## config.mk

```make
export PLATFORM = sky130hd
export DESIGN_NAME = muldiv_unit
export DESIGN_NICKNAME = d
export VERILOG_FILES = /design/src/rtl/muldiv_unit.sv
export SDC_FILE = /design/constraint.sdc
export NUM_CORES = 1
export LEC_CHECK = 0
export CORE_UTILIZATION = 45
export CTS_BUF_LIST = sky130_fd_sc_hd__clkbuf_16
export DETAILED_ROUTE_END_ITERATION = 10
export GPL_TIMING_DRIVEN = 0
export PLACE_DENSITY = 0.74
export SETUP_SLACK_MARGIN = 0.05
export SLEW_MARGIN = 10
export SYNTH_ARGS = -nofsm -noshare
export SYNTH_HDL_FRONTEND = slang
export SYNTH_SLANG_ARGS = --single-unit
```

## constraint.sdc

```tcl
create_clock -name CLK -period 2.9 [get_ports CLK]
set_input_delay 0.58 -clock CLK [delete_from_list [all_inputs] [get_ports CLK]]
set_output_delay 0.58 -clock CLK [all_outputs]
set_load 0.005 [all_outputs]
```

## src/rtl/muldiv_unit.sv

```systemverilog
// Iterative unsigned multiply (shift-add) / divide (restoring) unit, WIDTH iterations per op.
// Optional MULDIV_DIVZERO_FAST_EN: adds div_zero and a one-edge divide-by-zero path.
module muldiv_unit #(
    parameter int unsigned WIDTH = 8
) (
    input  logic             CLK,
    input  logic             RESET,
    input  logic             start,
    input  logic [1:0]       op,
    input  logic [WIDTH-1:0] operand_a,
    input  logic [WIDTH-1:0] operand_b,
    output logic             busy,
    output logic             done,
    output logic [WIDTH-1:0] result
`ifdef MULDIV_DIVZERO_FAST_EN
    ,output logic            div_zero
`endif
);

    localparam int unsigned CW = $clog2(WIDTH + 1);

    typedef enum logic [1:0] {S_IDLE, S_RUN, S_DONE} state_t;
    typedef enum logic [1:0] {OP_MUL_LO, OP_MUL_HI, OP_DIV, OP_MOD} op_t;

    state_t             state;
    op_t                op_q;
    logic [WIDTH-1:0]   a_q;
    logic [WIDTH-1:0]   b_q;
    logic [2*WIDTH-1:0] work;
    logic [CW-1:0]      counter;

    logic               accept;
    logic [WIDTH:0]     mul_sum;
    logic [WIDTH:0]     div_shift;
    logic [WIDTH-1:0]   div_diff;
    logic               div_ge;
    logic [2*WIDTH-1:0] work_nxt;
    logic [WIDTH-1:0]   res_nxt;

    assign accept = start && (state != S_RUN);

    // MUL keeps the running product high half in work[2W-1:W]; DIV keeps the
    // remainder there and shifts quotient bits into work[W-1:0].
    always_comb begin
        mul_sum   = {1'b0, work[2*WIDTH-1:WIDTH]} + (b_q[0] ? {1'b0, a_q} : '0);
        div_shift = {work[2*WIDTH-1:WIDTH], a_q[WIDTH-1]};
        div_ge    = div_shift >= {1'b0, b_q};
        // On a successful subtract the difference is below b_q, so W bits suffice.
        div_diff  = div_shift[WIDTH-1:0] - b_q;
        work_nxt  = '0;
        if (op_q == OP_MUL_LO || op_q == OP_MUL_HI)
            work_nxt = {mul_sum, work[WIDTH-1:1]};
        else
            work_nxt = {(div_ge ? div_diff : div_shift[WIDTH-1:0]), work[WIDTH-2:0], div_ge};
        res_nxt = '0;
        case (op_q)
            OP_MUL_LO, OP_DIV: res_nxt = work_nxt[WIDTH-1:0];
            OP_MUL_HI, OP_MOD: res_nxt = work_nxt[2*WIDTH-1:WIDTH];
            default:           res_nxt = '0;
        endcase
    end

    always_ff @(posedge CLK) begin
        if (RESET) begin
            state   <= S_IDLE;
            op_q    <= OP_MUL_LO;
            a_q     <= '0;
            b_q     <= '0;
            work    <= '0;
            counter <= '0;
            busy    <= 1'b0;
            done    <= 1'b0;
            result  <= '0;
`ifdef MULDIV_DIVZERO_FAST_EN
            div_zero <= 1'b0;
`endif
        end else begin
            done <= 1'b0;
`ifdef MULDIV_DIVZERO_FAST_EN
            div_zero <= 1'b0;
`endif
            if (accept) begin
                op_q    <= op_t'(op);
                a_q     <= operand_a;
                b_q     <= operand_b;
                work    <= '0;
                counter <= '0;
                state   <= S_RUN;
                busy    <= 1'b1;
`ifdef MULDIV_DIVZERO_FAST_EN
                if (op[1] && operand_b == '0) begin
                    state    <= S_DONE;
                    busy     <= 1'b0;
                    done     <= 1'b1;
                    div_zero <= 1'b1;
                    result   <= op[0] ? operand_a : '1;
                end
`endif
            end else begin
                case (state)
                    S_RUN: begin
                        work    <= work_nxt;
                        counter <= counter + CW'(1);
                        if (op_q == OP_MUL_LO || op_q == OP_MUL_HI)
                            b_q <= b_q >> 1;
                        else
                            a_q <= a_q << 1;
                        if (counter == CW'(WIDTH - 1)) begin
                            state  <= S_DONE;
                            busy   <= 1'b0;
                            done   <= 1'b1;
                            result <= res_nxt;
                        end
                    end
                    S_DONE:  state <= S_IDLE;
                    default: state <= S_IDLE;
                endcase
            end
        end
    end

endmodule

```

==> summary.txt, run 1 <==
Finish
  – Area delta synth->final: 18.45%
  – Most frequent cells in the layout: dfxtp_1, nor2_1, nand2_1
  – Share of post-route cells with drive strength above 1: 0.04177
  – Filler instances: 570
  – Commonest non-fill, non-tap cell in the layout: dfxtp_1
  – NumNets Final: 447
  – Diodes inserted: 0

Drt
  – 1st-iter DRT viols: 244
  – Total number of vias: 2901
  – Post-DRT Antenna Nets: 0
  – DRT Pass-1 Iters: 5
  – Vias per cell: 5.994
  – Final WL: 8.105 mm
  – DRC: 0
  – Routed wire per std cell: 16.75 µm

Job
  – Max Cap Viol: 0

Floorplan
  – Num rows: 29
  – Ports: 31
  – Core ar.: 6386 µm²
  – Die ar.: 7007 µm²
  – Die Y: 83.71 µm
  – Starting Density: 0.4704
  – Chip Width: 83.71 µm

Worst setup path
  – CP Class: reg2reg
  – Buf+Inv Stages, Crit Path: 0
  – Slowest stage delay, CP: 0.44 ns
  – Stages on the worst setup path: 9
  – Most common cell on crit path: a21oi_1
  – Worst setup EP type: flop
  – Critical path startpoint category: flop
  – Family with the most delay on the worst path: compound AO/OA/AOI/OAI gates
  – CP Data Arrival Time: 2.72 ns
  – Worst R2R Path Depth: 9
  – Slowest-stage cell, CP: fa_1
  – Crit path cell chain: and2_1, ha_1, fa_1, a211oi_1, o21ai_0, a21oi_1, xnor2_1, o211ai_1, a21oi_1
  – Critical Path RT: 3.07 ns
  – CP max FO: 10

Placed design
  – Hpwl dp: ~6.1 mm
  – Placer Congestion: 0.9800
  – PortBufs: 29

Clocking
  – TritonCTS clock tree: done
  – Post-CTS Setup Bufs: 0
  – H-tree depth: 2
  – Skew-Pair Late Insertion Delay: 0.29 ns
  – Post_cts resized: 0
  – Num Clock Sinks: 50
  – Worst-path clk slew: 0.07 ns
  – Clock tree buffer depth: 2
  – CTS Root Cell: clkbuf_16
  – Hold buffer count at CTS: 0
  – CTS Buf Count: 5

Outcome
  – Status: finished clean

Pwr
  – Sw Ratio: 0.2830
  – Internal power: 1.288 mW
  – Pwr/cell area: slightly above 500 nW/µm²
  – Total power: 1.797 mW
  – Gate power share: 0.211
  – Switching power: 508.5 µW
  – Leak: approximately 1.3 nW
  – Flop pwr share: 0.419
  – Max IR drop VDD: a little over 0.3 mV
  – Clk network pwr share: 0.370

STA
  – FMAX: 392.0 MHz
  – Worst-margin pin slew: 0.5506 ns
  – Final hold violations: 0
  – Worst hold margin: 0.4829 ns
  – Final Setup Violations: 0
  – Slew Viols, Final: 0
  – Fin crit share: 0.8797
  – Clock Skew: 0.01134 ns
  – Slew margin rel.: 0.6316
  – Setup TNS: 0 ns
  – RSZ-0062 raised after global routing: no
  – Fin crit period: 2.551 ns

Global route
  – GRT overflow: 0
  – Vias in the first global route: 2797
  – GRT Resource Usage Total: 0.2407
  – Initial antenna violation count: 0
  – Largest net degree at the start of global routing: 17
  – First-pass GRT wire length: 13.62 mm

Synth
  – Main synth FF type: dfxtp_1
  – Number of synthesized register bits: 50
  – Syn. warnings: 0
  – Sequential-to-total area share from yosys stat: 0.3332
  – Synth Net Count: about 400
  – Synthesized area: 3004 µm²
  – Avg Cell Area, Syn: ~8.1 µm²
  – Netlist cell types: 54
  – Cell count after synthesis: 370
  – Async SR Flop Fraction: 0
  – EDFF count, synth: 0

Worst hold path
  – Hold depth: 2
  – Hold Path Class: reg2reg
-- worst reg2reg max path: cells and delay by family (launching register included) --
family | cells | cell delay, ns
simple gates | 1 | 0.19
flops | 1 | 0.41
xor+xnor | 1 | 0.12
compound gates | 5 | 1.07
fa+ha+maj | 2 | 0.66
-- Yosys cell counts, drive strengths merged (2+ instances only) --
| master | instances | area, µm² |
|---|---|---|
| dfxtp | 50 | 1001 |
| nor2 | 46 | 172.7 |
| nand2 | 38 | 142.6 |
| o21ai | 26 | 130.1 |
| a21oi | 24 | 123.9 |
| clkbuf | 19 | 71.32 |
| ha | 18 | 225.2 |
| inv | 15 | 56.30 |
| a311oi | 12 | 105.1 |
| a211oi | 11 | 82.58 |
| mux2i | 11 | 110.1 |
| and2 | 8 | 50.05 |
| o211ai | 8 | 60.06 |
| nand3 | 6 | 35.03 |
| a31oi | 5 | 31.28 |
| nand2b | 5 | 31.28 |
| nor3 | 5 | 25.02 |
| nor3b | 5 | 37.54 |
| o21a | 5 | 45.04 |
| xnor2 | 5 | 43.79 |
| a21o | 4 | 30.03 |
| o221a | 4 | 45.04 |
| xor2 | 4 | 35.03 |
| buf | 3 | 20.01 |
| nor2b | 3 | 18.77 |
| nor4 | 3 | 18.77 |
| o311ai | 3 | 26.28 |
| a311o | 2 | 20.02 |
| fa | 2 | 40.04 |
| o31a | 2 | 17.52 |
| o41ai | 2 | 17.52 |
| or2 | 2 | 15.02 |
| or3 | 2 | 12.51 |
-- state kept, by name (all words and copies together), names as in the netlist --
| signal | count |
|---|---|
| busy | 1 |
| a_q | 8 |
| counter | 4 |
| op_q | 2 |
| done | 1 |
| state | 2 |
| work | 16 |
| b_q | 8 |
| result | 8 |
-- kinds of logic (layout without fill, tap and decap cells) --
group | after synthesis | after routing | synth area share
AOI/OAI and AO/OA | 115 | 115 | 0.2657
xor gates and xnor gates | 9 | 9 | 0.02624
adders and majority gates | 20 | 20 | 0.08830
buffers and inverters | 37 | 74 | 0.04914
DFF | 50 | 50 | 0.3332
muxes | 12 | 12 | 0.04040
and+or+nand+nor | 127 | 127 | 0.1970
-- power groups by stage --
stage	combinational (mW)	sequential, mW	clock, mW
final	0.379	0.753	0.665
after detailed placement	0.371	0.767	0
after CTS	0.374	0.752	0.678
after global routing	0.416	0.758	0.704
after floorplan	0.272	0.755	0
after global placement	0.364	0.767	0
-- per-stage QoR --
| stage | utilization | worst slack [ns] | instances | area, µm² |
|---|---|---|---|---|
| finish | 0.5572 | 0.3490 | 484 | 3558 |
| global route | 0.5572 | 0.1901 | 484 | 3558 |
| CTS | 0.5572 | 0.3877 | 484 | 3558 |
| detailed placement | 0.5310 | 0.4489 | 476 | 3391 |
| global placement | 0.5310 | 0.4542 | 476 | 3391 |
| floorplan | - | 0.7574 | 370 | 3004 |
-- cell type report --
class	instances	area, µm²	share of cell area
Multi-Input combinational cell	283	1856	0.5214
Sequential cell	50	1001	0.2813
Timing Repair Buffer	29	290.3	0.08158
Clock buffer	5	125.1	0.03516
Tap cell	77	96.34	0.02707
Buffer	22	91.34	0.02567
Inverter	15	56.30	0.01582
Clock inverter	3	42.54	0.01196
-- per-layer routing --
layer	track usage	wire length (µm)	vias up
li1	-	-	1429
met1	0.3160	3657	1326
met2	0.3792	3656	121
met3	0.04550	484	25
met4	0.1171	305	0
met5	0	0	-
-- worst paths after layout --
| kind | slack [ns] | endpoint | startpoint |
|---|---|---|---|
| min reg2reg | 0.48 | counter[1] | counter[1] |
| min | 0.48 | counter[1] | counter[1] |
| max reg2reg | 0.35 | result[5] | b_q[0] |
| max | 0.35 | result[5] | b_q[0] |
No activity file was read; power rests on OpenSTA's default activity.
==> inputs of run 2 (changes only) <==
Settings changed: GPL_TIMING_DRIVEN 0 to not set.
==> summary.txt, run 2 (synthesized netlist as in run 1, its figures left out) <==
Worst setup path
  – CP max FO: 10
  – Worst R2R Path Depth: 9
  – Crit path cell chain: and2_1, ha_1, fa_1, a21o_1, a211oi_1, nor3_1, a31oi_1, o211ai_1, a32o_1
  – Buf+Inv Stages, Crit Path: 0
  – CP Data Arrival Time: 2.56 ns
  – Critical path startpoint category: flop
  – CP Class: reg2reg
  – Slowest-stage cell, CP: fa_1
  – Family with the most delay on the worst path: compound AO/OA/AOI/OAI gates
  – Critical Path RT: just over 3 ns
  – CP startpoint: b_q[0]
  – R2R Setup Slk: roughly 0.53 ns
  – Worst setup EP type: flop
  – Reg2Reg Launch Point: b_q[0]
  – R2R Path End: result[3]
  – Slowest stage delay, CP: between 0.4 and 0.5 ns

Floorplan
  – Die ar.: ~7000 µm²
  – Ports: 31
  – Die Y: 83.71 µm
  – Starting Density: 0.4704
  – Chip Width: 83.71 µm
  – Num rows: 29
  – Core ar.: 6386 µm²

Clocking
  – Num Clock Sinks: 50
  – CTS Buf Count: 5
  – TritonCTS clock tree: done
  – Post_cts resized: 0
  – Worst-path clk slew: 0.07 ns
  – Skew-Pair Late Insertion Delay: between 0.2 and 0.3 ns
  – Hold buffer count at CTS: 0
  – Clock tree buffer depth: 2
  – Post-CTS Setup Bufs: 0
  – H-tree depth: 2
  – CTS Root Cell: clkbuf_16

Worst hold path
  – Hold_sp: b_q[7]
  – Hold Path Class: reg2reg
  – Hold depth: 2
  – Hold Path Sink: b_q[6]

Finish
  – Fin cells: 469
  – Diodes inserted: 0
  – Filler instances: 577
  – Design area: 3525 µm²
  – Most frequent cells in the layout: dfxtp_1, nor2_1, nand2_1
  – Final core occ: 0.5519
  – Commonest non-fill, non-tap cell in the layout: dfxtp_1
  – Largest Register: work
  – Area delta synth->final: 17.33%
  – NumNets Final: 432
  – Share of post-route cells with drive strength above 1: 0.05612
  – Max reg flops: 16

STA
  – RSZ-0062 raised after global routing: no
  – Setup TNS: 0 ns
  – Worst-margin pin slew: roughly 0.56 ns
  – Final hold violations: 0
  – Fin crit period: 2.369 ns
  – FMAX: 422.2 MHz
  – Slew margin rel.: 0.6244
  – Fin crit share: 0.8168
  – Slew Viols, Final: 0
  – Final Setup Violations: 0
  – Clock Skew: 0.005427 ns

Global route
  – Initial antenna violation count: 0
  – Vias in the first global route: 2626
  – First-pass GRT wire length: 12.42 mm
  – GRT Resource Usage Total: 0.2196
  – Largest net degree at the start of global routing: 33
  – GRT overflow: 0

Placed design
  – Placer Congestion: around 0.92
  – PortBufs: 30
  – Area of placed instances: 3357 µm²
  – DP Cell Count: 461
  – Hpwl dp: 5.477 mm

Drt
  – DRC: 0
  – Total number of vias: 2776
  – Vias per cell: 5.919
  – Final WL: between 7 and 8 mm
  – Post-DRT Antenna Nets: 0
  – DRT Pass-1 Iters: 5
  – 1st-iter DRT viols: around 220
  – Routed wire per std cell: 15.75 µm

Pwr
  – Pwr/cell area: 508.4 nW/µm²
  – Max IR drop VDD: 0.3917 mV
  – Leak: 1.332 nW

Outcome
  – Status: finished clean

Job
  – Max Cap Viol: 0
run 2: changes by cell type in the layout (fill, tap and decap cells not counted):
| cell | change |
|---|---|
| nor2b_2 | +1 |
| clkbuf_1 | -19 |
| buf_6 | -1 |
| buf_1 | -1 |
| buf_2 | -1 |
| clkdlybuf4s50_1 | +1 |
| nor2b_1 | -1 |
| buf_4 | +6 |
run 2: layout make-up:
| class | count | area, µm² | area share |
|---|---|---|---|
| Multi-Input combinational cell | 283 | 1858 | 0.5272 |
| Sequential cell | 50 | 1001 | 0.2840 |
| Timing Repair Buffer | 36 | 345.3 | 0.09798 |
| Clock buffer | 5 | 125.1 | 0.03550 |
| Tap cell | 77 | 96.34 | 0.02733 |
| Inverter | 15 | 56.30 | 0.01597 |
| Clock inverter | 3 | 42.54 | 0.01207 |
run 2: power by group:
group,leakage (nW),switching (mW),internal [mW]
sequential,0.408,0.0343,0.720
combinational,0.842,0.203,0.155
clock,0.0818,0.272,0.408
total,1.33,0.509,1.28
run 2: metal layers:
metal	part of all wire	vias to the layer above	track usage
met5	0	-	0
met4	0.021	0	0.08629
met3	0.054	15	0.03363
met2	0.46	96	0.3518
met1	0.47	1279	0.2967
li1	-	1386	-
run 2: worst reg2reg max path, stage by stage (launching register included):
cell and delay [ns]:
dfxtp_1 0.38, and2_1 0.17, ha_1 0.22, fa_1 0.44
a21o_1 0.18, a211oi_1 0.23, nor3_1 0.07, a31oi_1 0.19
o211ai_1 0.15, a32o_1 0.25
run 2: worst max-delay path by stage:
stage	end	slack (ns)	cells past startpoint
after floorplan	result[3]	0.76	9
after global placement	result[3]	0.59	9
after detailed placement	result[3]	0.57	9
after CTS	result[3]	0.55	9
after global routing	result[5]	0.43	9
final	result[3]	0.53	9
run 2: through the flow:
| stage | setup slack (ns) | hold WS, ns | power [mW] |
|---|---|---|---|
| CTS | 0.5493 | 0.4854 | 1.789 |
| detailed placement | 0.5670 | 0.4780 | 1.122 |
| global route | 0.4284 | 0.5265 | 1.858 |
| floorplan | 0.7574 | 0.4537 | 1.027 |
| global placement | 0.5927 | 0.4674 | 1.115 |
| finish | 0.5312 | 0.4860 | 1.792 |
